[src/rtl/display_pager.sv]
// Multi-page 7-segment display controller: manual/auto page selection, per-digit
// blink and leading-zero blanking, producing registered active-low segment codes.
module display_pager #(
    parameter int N_DIG      = 8,
    parameter int N_PAGES    = 2,
    parameter int BLINK_DIV  = 25_000_000,
    parameter int AUTO_DWELL = 5
) (
    input  logic                       clk,
    input  logic                       rst_n,
    input  logic [N_PAGES*N_DIG*4-1:0] page_data,
    input  logic [N_PAGES*N_DIG-1:0]   blink_en,
    input  logic                       tick_1hz,
    input  logic                       mode_auto,
    input  logic [2:0]                 page_sel,
    input  logic                       page_next,
    input  logic                       lzb_en,
    output logic [N_DIG*7-1:0]         hex,
    output logic [2:0]                 cur_page,
    output logic                       blink_phase
);
    localparam int BW = (BLINK_DIV > 1) ? $clog2(BLINK_DIV) : 1;
    localparam int DW = $clog2(AUTO_DWELL + 1);
    localparam logic [BW-1:0] BLINK_LAST = BW'(BLINK_DIV - 1);
    localparam logic [DW-1:0] DWELL_LAST = DW'(AUTO_DWELL - 1);
    localparam logic [2:0]    LAST_PAGE  = 3'(N_PAGES - 1);

    typedef enum logic {MANUAL, AUTO} state_t;

    state_t               state_reg, state_next;
    logic [2:0]           cur_page_reg, cur_page_next;
    logic [DW-1:0]        dwell_reg, dwell_next;
    logic [BW-1:0]        blink_cnt_reg;
    logic                 phase_reg;
    logic [N_DIG*7-1:0]   hex_reg, hex_next;

    // Pages padded to 8 entries so the 3-bit page index always addresses the array fully.
    logic [N_DIG*4-1:0]   page_words  [8];
    logic [N_DIG-1:0]     blink_words [8];
    logic [N_DIG*4-1:0]   cur_digits;
    logic [N_DIG-1:0]     cur_blink;
    logic                 edit_hold;
    logic [2:0]           page_inc;

    genvar gi;
    generate
        for (gi = 0; gi < 8; gi++) begin : g_page
            if (gi < N_PAGES) begin : g_used
                assign page_words[gi]  = page_data[gi*N_DIG*4 +: N_DIG*4];
                assign blink_words[gi] = blink_en[gi*N_DIG +: N_DIG];
            end else begin : g_unused
                assign page_words[gi]  = '0;
                assign blink_words[gi] = '0;
            end
        end
    endgenerate

    assign cur_digits = page_words[cur_page_reg];
    assign cur_blink  = blink_words[cur_page_reg];
    assign edit_hold  = |cur_blink;
    assign page_inc   = (cur_page_reg == LAST_PAGE) ? 3'd0 : cur_page_reg + 3'd1;

    function automatic logic [6:0] seg7(input logic [3:0] code);
        case (code)
            4'd0:    seg7 = 7'h40;
            4'd1:    seg7 = 7'h79;
            4'd2:    seg7 = 7'h24;
            4'd3:    seg7 = 7'h30;
            4'd4:    seg7 = 7'h19;
            4'd5:    seg7 = 7'h12;
            4'd6:    seg7 = 7'h02;
            4'd7:    seg7 = 7'h78;
            4'd8:    seg7 = 7'h00;
            4'd9:    seg7 = 7'h10;
            default: seg7 = 7'h7F;
        endcase
    endfunction

    // Entering AUTO keeps the current page, so page_sel is only honoured while staying in MANUAL.
    always_comb begin
        state_next    = state_reg;
        cur_page_next = cur_page_reg;
        dwell_next    = dwell_reg;
        case (state_reg)
            MANUAL: begin
                if (mode_auto) begin
                    state_next = AUTO;
                    dwell_next = '0;
                end else if ({1'b0, page_sel} < 4'(N_PAGES)) begin
                    cur_page_next = page_sel;
                end
            end
            AUTO: begin
                if (!mode_auto)
                    state_next = MANUAL;
                if (page_next) begin
                    cur_page_next = page_inc;
                    dwell_next    = '0;
                end else if (tick_1hz && !edit_hold) begin
                    if (dwell_reg == DWELL_LAST) begin
                        cur_page_next = page_inc;
                        dwell_next    = '0;
                    end else begin
                        dwell_next = dwell_reg + 1'b1;
                    end
                end
            end
        endcase
    end

    logic       zero_run;
    logic       blank;
    logic [3:0] code;

    always_comb begin
        hex_next = '0;
        zero_run = 1'b1;
        blank    = 1'b0;
        code     = '0;
        for (int i = N_DIG - 1; i >= 0; i--) begin
            code     = cur_digits[i*4 +: 4];
            zero_run = zero_run & (code == 4'd0);
            blank    = (cur_blink[i] & ~phase_reg) | (lzb_en & zero_run & (i != 0));
            hex_next[i*7 +: 7] = blank ? 7'h7F : seg7(code);
        end
    end

    always_ff @(posedge clk) begin
        if (!rst_n) begin
            state_reg     <= MANUAL;
            cur_page_reg  <= '0;
            dwell_reg     <= '0;
            blink_cnt_reg <= '0;
            phase_reg     <= 1'b1;
            hex_reg       <= {N_DIG{7'h7F}};
        end else begin
            state_reg    <= state_next;
            cur_page_reg <= cur_page_next;
            dwell_reg    <= dwell_next;
            hex_reg      <= hex_next;
            // A freshly selected page restarts the blink cycle in its visible half.
            if (cur_page_next != cur_page_reg) begin
                blink_cnt_reg <= '0;
                phase_reg     <= 1'b1;
            end else if (blink_cnt_reg == BLINK_LAST) begin
                blink_cnt_reg <= '0;
                phase_reg     <= ~phase_reg;
            end else begin
                blink_cnt_reg <= blink_cnt_reg + 1'b1;
            end
        end
    end

    assign hex         = hex_reg;
    assign cur_page    = cur_page_reg;
    assign blink_phase = phase_reg;
endmodule

[config.mk]
export PLATFORM = sky130hd
export DESIGN_NAME = display_pager
export DESIGN_NICKNAME = d
export VERILOG_FILES = /design/src/rtl/display_pager.sv
export SDC_FILE = /design/constraint.sdc
export NUM_CORES = 1
export LEC_CHECK = 0
export ABC_AREA = 1
export BUFFER_PORTS_ARGS = -buffer_cell sky130_fd_sc_hd__clkbuf_2
export CAP_MARGIN = 20
export CORE_AREA = 2 2 126 128
export DETAILED_ROUTE_END_ITERATION = 10
export DIE_AREA = 0 0 128 130
export HOLD_SLACK_MARGIN = 0.08
export PLACE_DENSITY_LB_ADDON = 0.05
export SETUP_SLACK_MARGIN = 0.4
export SKIP_LAST_GASP = 1
export SLEW_MARGIN = 10
export SYNTH_ARGS = -nofsm -noshare
export SYNTH_HDL_FRONTEND = slang
export SYNTH_SLANG_ARGS = --single-unit
[constraint.sdc]
create_clock -name clk -period 5.8 [get_ports clk]
set_clock_uncertainty 0.15 [all_clocks]
set_input_delay 0.29 -clock clk [delete_from_list [all_inputs] [get_ports clk]]
set_output_delay 0.29 -clock clk [all_outputs]
set_load 0.03 [all_outputs]
==> impl_metrics.ini, run 1 <==
[drt]
drt-total-wl_mm = 14.42
first_iter_violations = 207
via_count = 4951
viasPerCell = 4.724
drc = 0
drt_pass1_iterations = 4
wire_per_inst_um = 13.76
route.antenna.remaining_nets = 0

[floorplan]
dieHeight_um = 130
die_x_um = 128
ios = 149
dieArea_mm2 = 0.01664
start_util_pct = 33.94
num_rows = 46
coreArea_mm2 = 0.01542

[pwr]
swShare_pct = 34.62
p_clk_share_pct = 33.7
switchingPower_uw = 621.0
p_leak_nw = 3.025
peakVddDrop_mv = 0.1338
pwr-share-comb_pct = 27.5
power.density_mw_per_mm2 = 281.2
seqPwrFrac_pct = 38.8
p_int_mw = 1.173

[hold_path]
min_path_type = in2reg

[sta]
tns_ps = 0
slew_viol_final = 0
tightest_slew_ps = 962.9
rsz0062_at_grt = false
setup_violations = 0
maxSlewHeadroom_pct = 35.81
period_minus_slack_ps = 3461
setup_slack_ps = 2339
hold_viol_final = 0
fmax_mhz = 288.9
fin_crit_sh_pct = 59.67

[synth]
synth.cell_area_mm2 = 0.005235
yosys_warnings = 0
ys_seq_area_share_pct = 34.03
synth_nets = 836
synthCells = 708
async_reset_ff_share_pct = 0
synth_area_per_cell_um2 = 7.394
synth_top_cell_by_area = dfxtp_1
synth.area.top_cells = dfxtp_1 (34%), ha_1 (9.3%), nand2_1 (8.3%)
synth_edf_count = 0
yosys.area.top_type_share_pct = 34.03
synth_flop_cell = dfxtp_1
synth_cell_types = 47
synth_seq_cells = 89

[placement]
place.gp.congestion = 0.8122
placed_cell_area_mm2 = 0.006066
hpwl_mm = 11.44
dpl_worst_slack_ps = 2323
portBuffers = 148

[clock_tree]
clk_pin_slew_ps = 70
clockBufferDepth = 2
cts-root-buf = clkbuf_16
cts.sinks = 89
tritoncts = yes
clock_latency_ps = 340
cts_setup_buffers = 0
htreeDepth = 3
cts_buffers = 9

[worst_setup_path]
worstSetupStartpointType = register
crit_arrival_ps = 3590
worstPathRequired_ps = 5930
crit_type = reg2reg
crit_fanout = 47
worstSetupEndpointType = register

[grt]
grt_pass1_vias = 4730
grt_max_degree = 48
grt_pass1_wl_mm = 23.02
groute.usage.overall_pct = 17.56
grt.overflow.total = 0
antenna_found_initial = 0

[cells_and_area]
largest_reg_flops = 56
postLayoutCellArea_mm2 = 0.006380
diodes = 0
syn2layout_area_growth_pct = 21.87
drive_above_1_share_pct = 26.87
nets = 979

[outcome]
status = completed

[run]
drv_cap = 0
==> path summary, 6_finish.rpt <==
kind / start / end / slack (ps) / cells past startpoint
worst max-delay path: cur_page[0] / hex[13] / 2340 / 16
worst min-delay path: rst_n / state_reg / 140 / 3
worst max register to register: cur_page[0] / hex[13] / 2340 / 16
worst min register to register: blink_cnt_reg[0] / blink_cnt_reg[0] / 300 / 1
==> cell type report <==
class / instances / area (um^2)
Tap cell: 192 / 240.2
Clock buffer: 11 / 242.7
Inverter: 86 / 327.8
Clock inverter: 5 / 61.31
Multi-Input combinational cell: 516 / 2974
Timing Repair Buffer: 149 / 750.7
Fill cell: 1652 / 9045
Sequential cell: 89 / 1783
==> per-layer routing <==
layer	routed length [um]	track usage, %	share of wire, %	vias to the layer above
met4	244	6.076	1.7	0
met3	715	3.649	5.0	18
met5	0	0	0	-
met1	6535	21.55	45	2265
met2	6922	30.73	48	111
li1	-	-	-	2557
==> Yosys cell counts (2+ instances only) <==
master,count
o211ai_1,13
buf_4,3
o21ai_0,31
buf_2,4
nand3_2,2
o21a_1,5
nor3_2,5
nor2_2,24
nand2_4,2
dfxtp_1,89
nor3_1,33
nor3b_1,2
nor2_1,100
o22ai_1,2
o21ai_1,4
nand2_1,116
nand4_1,4
inv_1,83
or2_1,4
xor2_1,16
buf_6,8
nand2_2,6
a21oi_1,18
nand3_1,47
ha_1,39
a211oi_1,2
or2_2,13
nor4_1,4
nor2_4,3
xnor2_1,9
==> metrics by stage <==
step | hold WS, ps | power [mW] | std cells | util, %
after global placement | 278.0 | 1.204 | 1031 | 39.33
final | 141.6 | 1.794 | 1048 | 41.36
after global routing | 163.9 | 1.902 | 1048 | 41.36
after floorplan | 233.5 | 1.062 | 708 | -
after CTS | 145.6 | 1.821 | 1048 | 41.36
after detailed placement | 291.6 | 1.209 | 1031 | 39.33
==> timing repair <==
item	4_1_cts	5_1_grt
hold endpoints to repair	1	0
hold buffers	1	0
gates resized for setup	0	0
==> cell usage in the layout (no fill, tap or decap), types with 9 or more instances in the layout <==
master	Yosys	routed
ha_1	39	39
o211ai_1	13	13
xor2_1	16	16
or2_2	13	13
clkbuf_16	0	9
o21ai_0	31	31
nand3_1	47	47
nor3_1	33	33
clkbuf_2	0	148
nor2_2	24	24
nand2_1	116	116
dfxtp_1	89	88
a21oi_1	18	18
xnor2_1	9	9
inv_1	83	83
nor2_1	100	100
==> cells by family after synthesis <==
group | Yosys count | share of synthesized area [%]
XOR/XNOR | 25 | 4.183
flip-flops | 89 | 34.03
AND/OR/NAND/NOR | 373 | 34.25
adder cells (fa/ha/maj) | 39 | 9.321
AO/OA/AOI/OAI | 79 | 9.058
buffers and inverters | 103 | 9.154
==> power groups by stage <==
stage	combinational (mW)	sequential, mW	clock [mW]
floorplan	0.256	0.806	0
global placement	0.492	0.712	0
detailed placement	0.498	0.711	0
CTS	0.500	0.697	0.624
global route	0.550	0.702	0.650
finish	0.493	0.696	0.604
==> worst max-delay path, cell delays in order (launching register included) <==
cell and delay, ps:
dfxtp_2 960, inv_6 300, nor2_1 170, nor3_1 90, inv_1 170, ha_1 190
nand2_1 80, inv_1 80, nand3_1 130, nor2_4 170, nand2_2 70, nor3_2 200
nand4_1 190, nand2b_4 190, nand2_2 80, nor2_4 50, nand2_1 70
Power figures use the tool's default switching activity.
==> inputs of run 2 (changes only) <==
--- a/config.mk
+++ b/config.mk
@@ -5,12 +5,12 @@
 export SDC_FILE = /design/constraint.sdc
 export NUM_CORES = 1
 export LEC_CHECK = 0
-export ABC_AREA = 1
+export ABC_AREA = 0
 export BUFFER_PORTS_ARGS = -buffer_cell sky130_fd_sc_hd__clkbuf_2
 export CAP_MARGIN = 20
-export CORE_AREA = 2 2 126 128
+export CORE_AREA = 2 2 124 126
 export DETAILED_ROUTE_END_ITERATION = 10
-export DIE_AREA = 0 0 128 130
+export DIE_AREA = 0 0 126 128
 export HOLD_SLACK_MARGIN = 0.08
 export PLACE_DENSITY_LB_ADDON = 0.05
 export SETUP_SLACK_MARGIN = 0.4
==> constraint.sdc (replaced) <==
create_clock -name clk -period 3.2 [get_ports clk]
set_clock_uncertainty 0.15 [all_clocks]
set_input_delay 0.16 -clock clk [delete_from_list [all_inputs] [get_ports clk]]
set_output_delay 0.16 -clock clk [all_outputs]
set_load 0.03 [all_outputs]
==> run 2 against run 1 <==
Net effect:
- sequential power up 77%
- highest routed layer unchanged
- global-route usage up 0.22 points
- register-to-register slack worse by 1900 ps
- non-clock buffer count up 26
==> impl_metrics.ini, run 2 <==
[worst_setup_path]
crit_family = simple AND/OR/NAND/NOR gates
r2r_cells = 10
crit_fanout = 9
crit_arrival_ps = 2850
crit_type = reg2reg
worstPathRequired_ps = 3340
worstSetupEndpointType = register
worstSetupStartpointType = register
critPathMostFrequentCell = buf_4
path_depth = 10
timing.critical_path.buf_inv = 4
critical_path.max_stage_delay_ps = 580
cp_cell_sequence = buf_6 > buf_4 > buf_4 > mux2i_4 > nor2_2 > or4_4 > nor4_4 > buf_4 > a31oi_4 > nand2_1
slowest_stage = or4_4

[cells_and_area]
num-fill-cells = 1531
layout.cells.most_common = clkbuf_2
mostFrequentLayoutCells = clkbuf_2 (148), dfxtp_1 (88), nor2_1 (70)
final_cell_count_no_fill = 961
largest_reg_flops = 56
register_area_mm2 = 0.001785
nets = 896
multiInputGateArea_mm2 = 0.003259
syn2layout_area_growth_pct = 30.75
diodes = 0
drive_above_1_share_pct = 32.47

[synth]
ys_seq_area_share_pct = 34.78
synth_edf_count = 0
yosys.area.top_type_share_pct = 34.78
synth_top_cell_by_area = dfxtp_1
synth.cell_area_mm2 = 0.005122
synth.area.top_cells = dfxtp_1 (35%), ha_1 (9.5%), mux2i_1 (5.9%)
synth.most_common_cell = dfxtp_1
synth_nets = 732
synth_cell_types = 58
synthCells = 604
synth_seq_cells = 89
synth_area_per_cell_um2 = 8.481
yosys_warnings = 0
synthTopCellsByCount = dfxtp_1 (89), nor2_1 (73), nand2_1 (65), o21ai_0 (49), ha_1 (39)
async_reset_ff_share_pct = 0
synth_flop_cell = dfxtp_1

[grt]
grt_pass1_wl_mm = 22.98
groute.usage.overall_pct = 17.79
antenna_found_initial = 0
grt_max_degree = 18
grt.overflow.total = 0
grt_pass1_vias = 4698

[sta]
fmax_mhz = 367.7
hold_viol_final = 0
slew_viol_final = 0
tightest_slew_ps = 719.3
period_minus_slack_ps = 2719
setup_slack_ps = 480.6
rsz0062_at_grt = true
tns_ps = 0
maxSlewHeadroom_pct = 51.61
holdWs_ps = 91.46
setup_violations = 0
fin_crit_sh_pct = 84.98

[floorplan]
dieArea_mm2 = 0.01613
die_x_um = 126
start_util_pct = 34.46
ios = 149
coreArea_mm2 = 0.01486
num_rows = 45
dieHeight_um = 128

[clock_tree]
cts-root-buf = clkbuf_16
htreeDepth = 3
cts_buffers = 9
cts.sinks = 89
tritoncts = yes
clock_latency_ps = 340
clockBufferDepth = 2
clk_pin_slew_ps = 70

[pwr]
power_mw = 3.198
power.density_mw_per_mm2 = 477.5
peakVddDrop_mv = 0.2370
p_leak_nw = 2.909

[hold_path]
hold_path_depth = 4
min_path_type = in2reg

[placement]
dp_cells = 926
place.gp.congestion = 0.8666
portBuffers = 148
dpl_worst_slack_ps = 167.5
hpwl_mm = 10.85

[drt]
route.antenna.remaining_nets = 0
drt-total-wl_mm = 14.22
wire_per_inst_um = 14.80
drc = 0
via_count = 4749
viasPerCell = 4.942
first_iter_violations = 244
drt_pass1_iterations = 4

[outcome]
status = completed

[run]
drv_cap = 0
## run 2: changes by cell type after synthesis, sizes merged, moves of 23 or more
cell / change
nor2: -50
inv: -55
nand2: -59
nor3: -23
mux2i: +31
nand3: -33
## run 2: final cells by class
type	count	area share, %
Sequential cell	89	26.66
Multi-Input combinational cell	463	48.66
Timing Repair Buffer	175	15.00
Inverter	30	1.719
Clock buffer	12	3.680
Tap cell	188	3.512
Clock inverter	4	0.7659
## run 2: timing repair
item,in CTS,in global routing
pin swaps,1,5
hold endpoints to repair,4,0
setup endpoints to repair,32,52
buffers inserted,7,7
gates resized for setup,6,26
hold buffers,5,0
## run 2: through the flow
stage | cell area, um^2 | utilization [%]
2_1_floorplan | 5197 | -
3_3_place_gp | 6088 | 40.96
3_5_place_dp | 6088 | 40.96
4_1_cts | 6524 | 43.89
5_1_grt | 6698 | 45.06
6_report | 6698 | 45.06
## run 2: worst paths after layout
kind	start	to	slack, ps
max	cur_page[0]	hex[10]	480
min	page_data[22]	hex[41]	90
max reg2reg	cur_page[0]	hex[10]	480
min reg2reg	blink_cnt_reg[0]	blink_cnt_reg[0]	320
## run 2: worst min-delay path, stage by stage
cell and delay, ps:
clkbuf_2 70, mux2_2 150, nor3_1 40, o21ai_0 130
## run 2: cells by family after synthesis
| logic type | synth area share, % |
|---|---|
| compound gates | 14.68 |
| xor+xnor | 4.787 |
| fa+ha+maj | 9.526 |
| buf+inv | 4.616 |
| flops | 34.78 |
| mux | 10.77 |
| simple gates | 20.84 |
## run 2: power breakdown
part | switching [mW] | total, mW | leakage, nW | internal (mW)
Clock | 0.443 | 1.07 | 0.143 | 0.629
Sequential | 0.0385 | 1.23 | 0.734 | 1.20
Combinational | 0.555 | 0.892 | 2.03 | 0.337
Total | 1.04 | 3.20 | 2.91 | 2.16
## run 2: routing by layer
layer / share of wire (%) / GRT usage, % / up-vias
met5: 0 / 0 / -
met4: 2.7 / 7.304 / 0
met3: 5.5 / 4.382 / 21
met2: 46 / 29.03 / 140
met1: 46 / 22.56 / 2181
li1: - / - / 2407
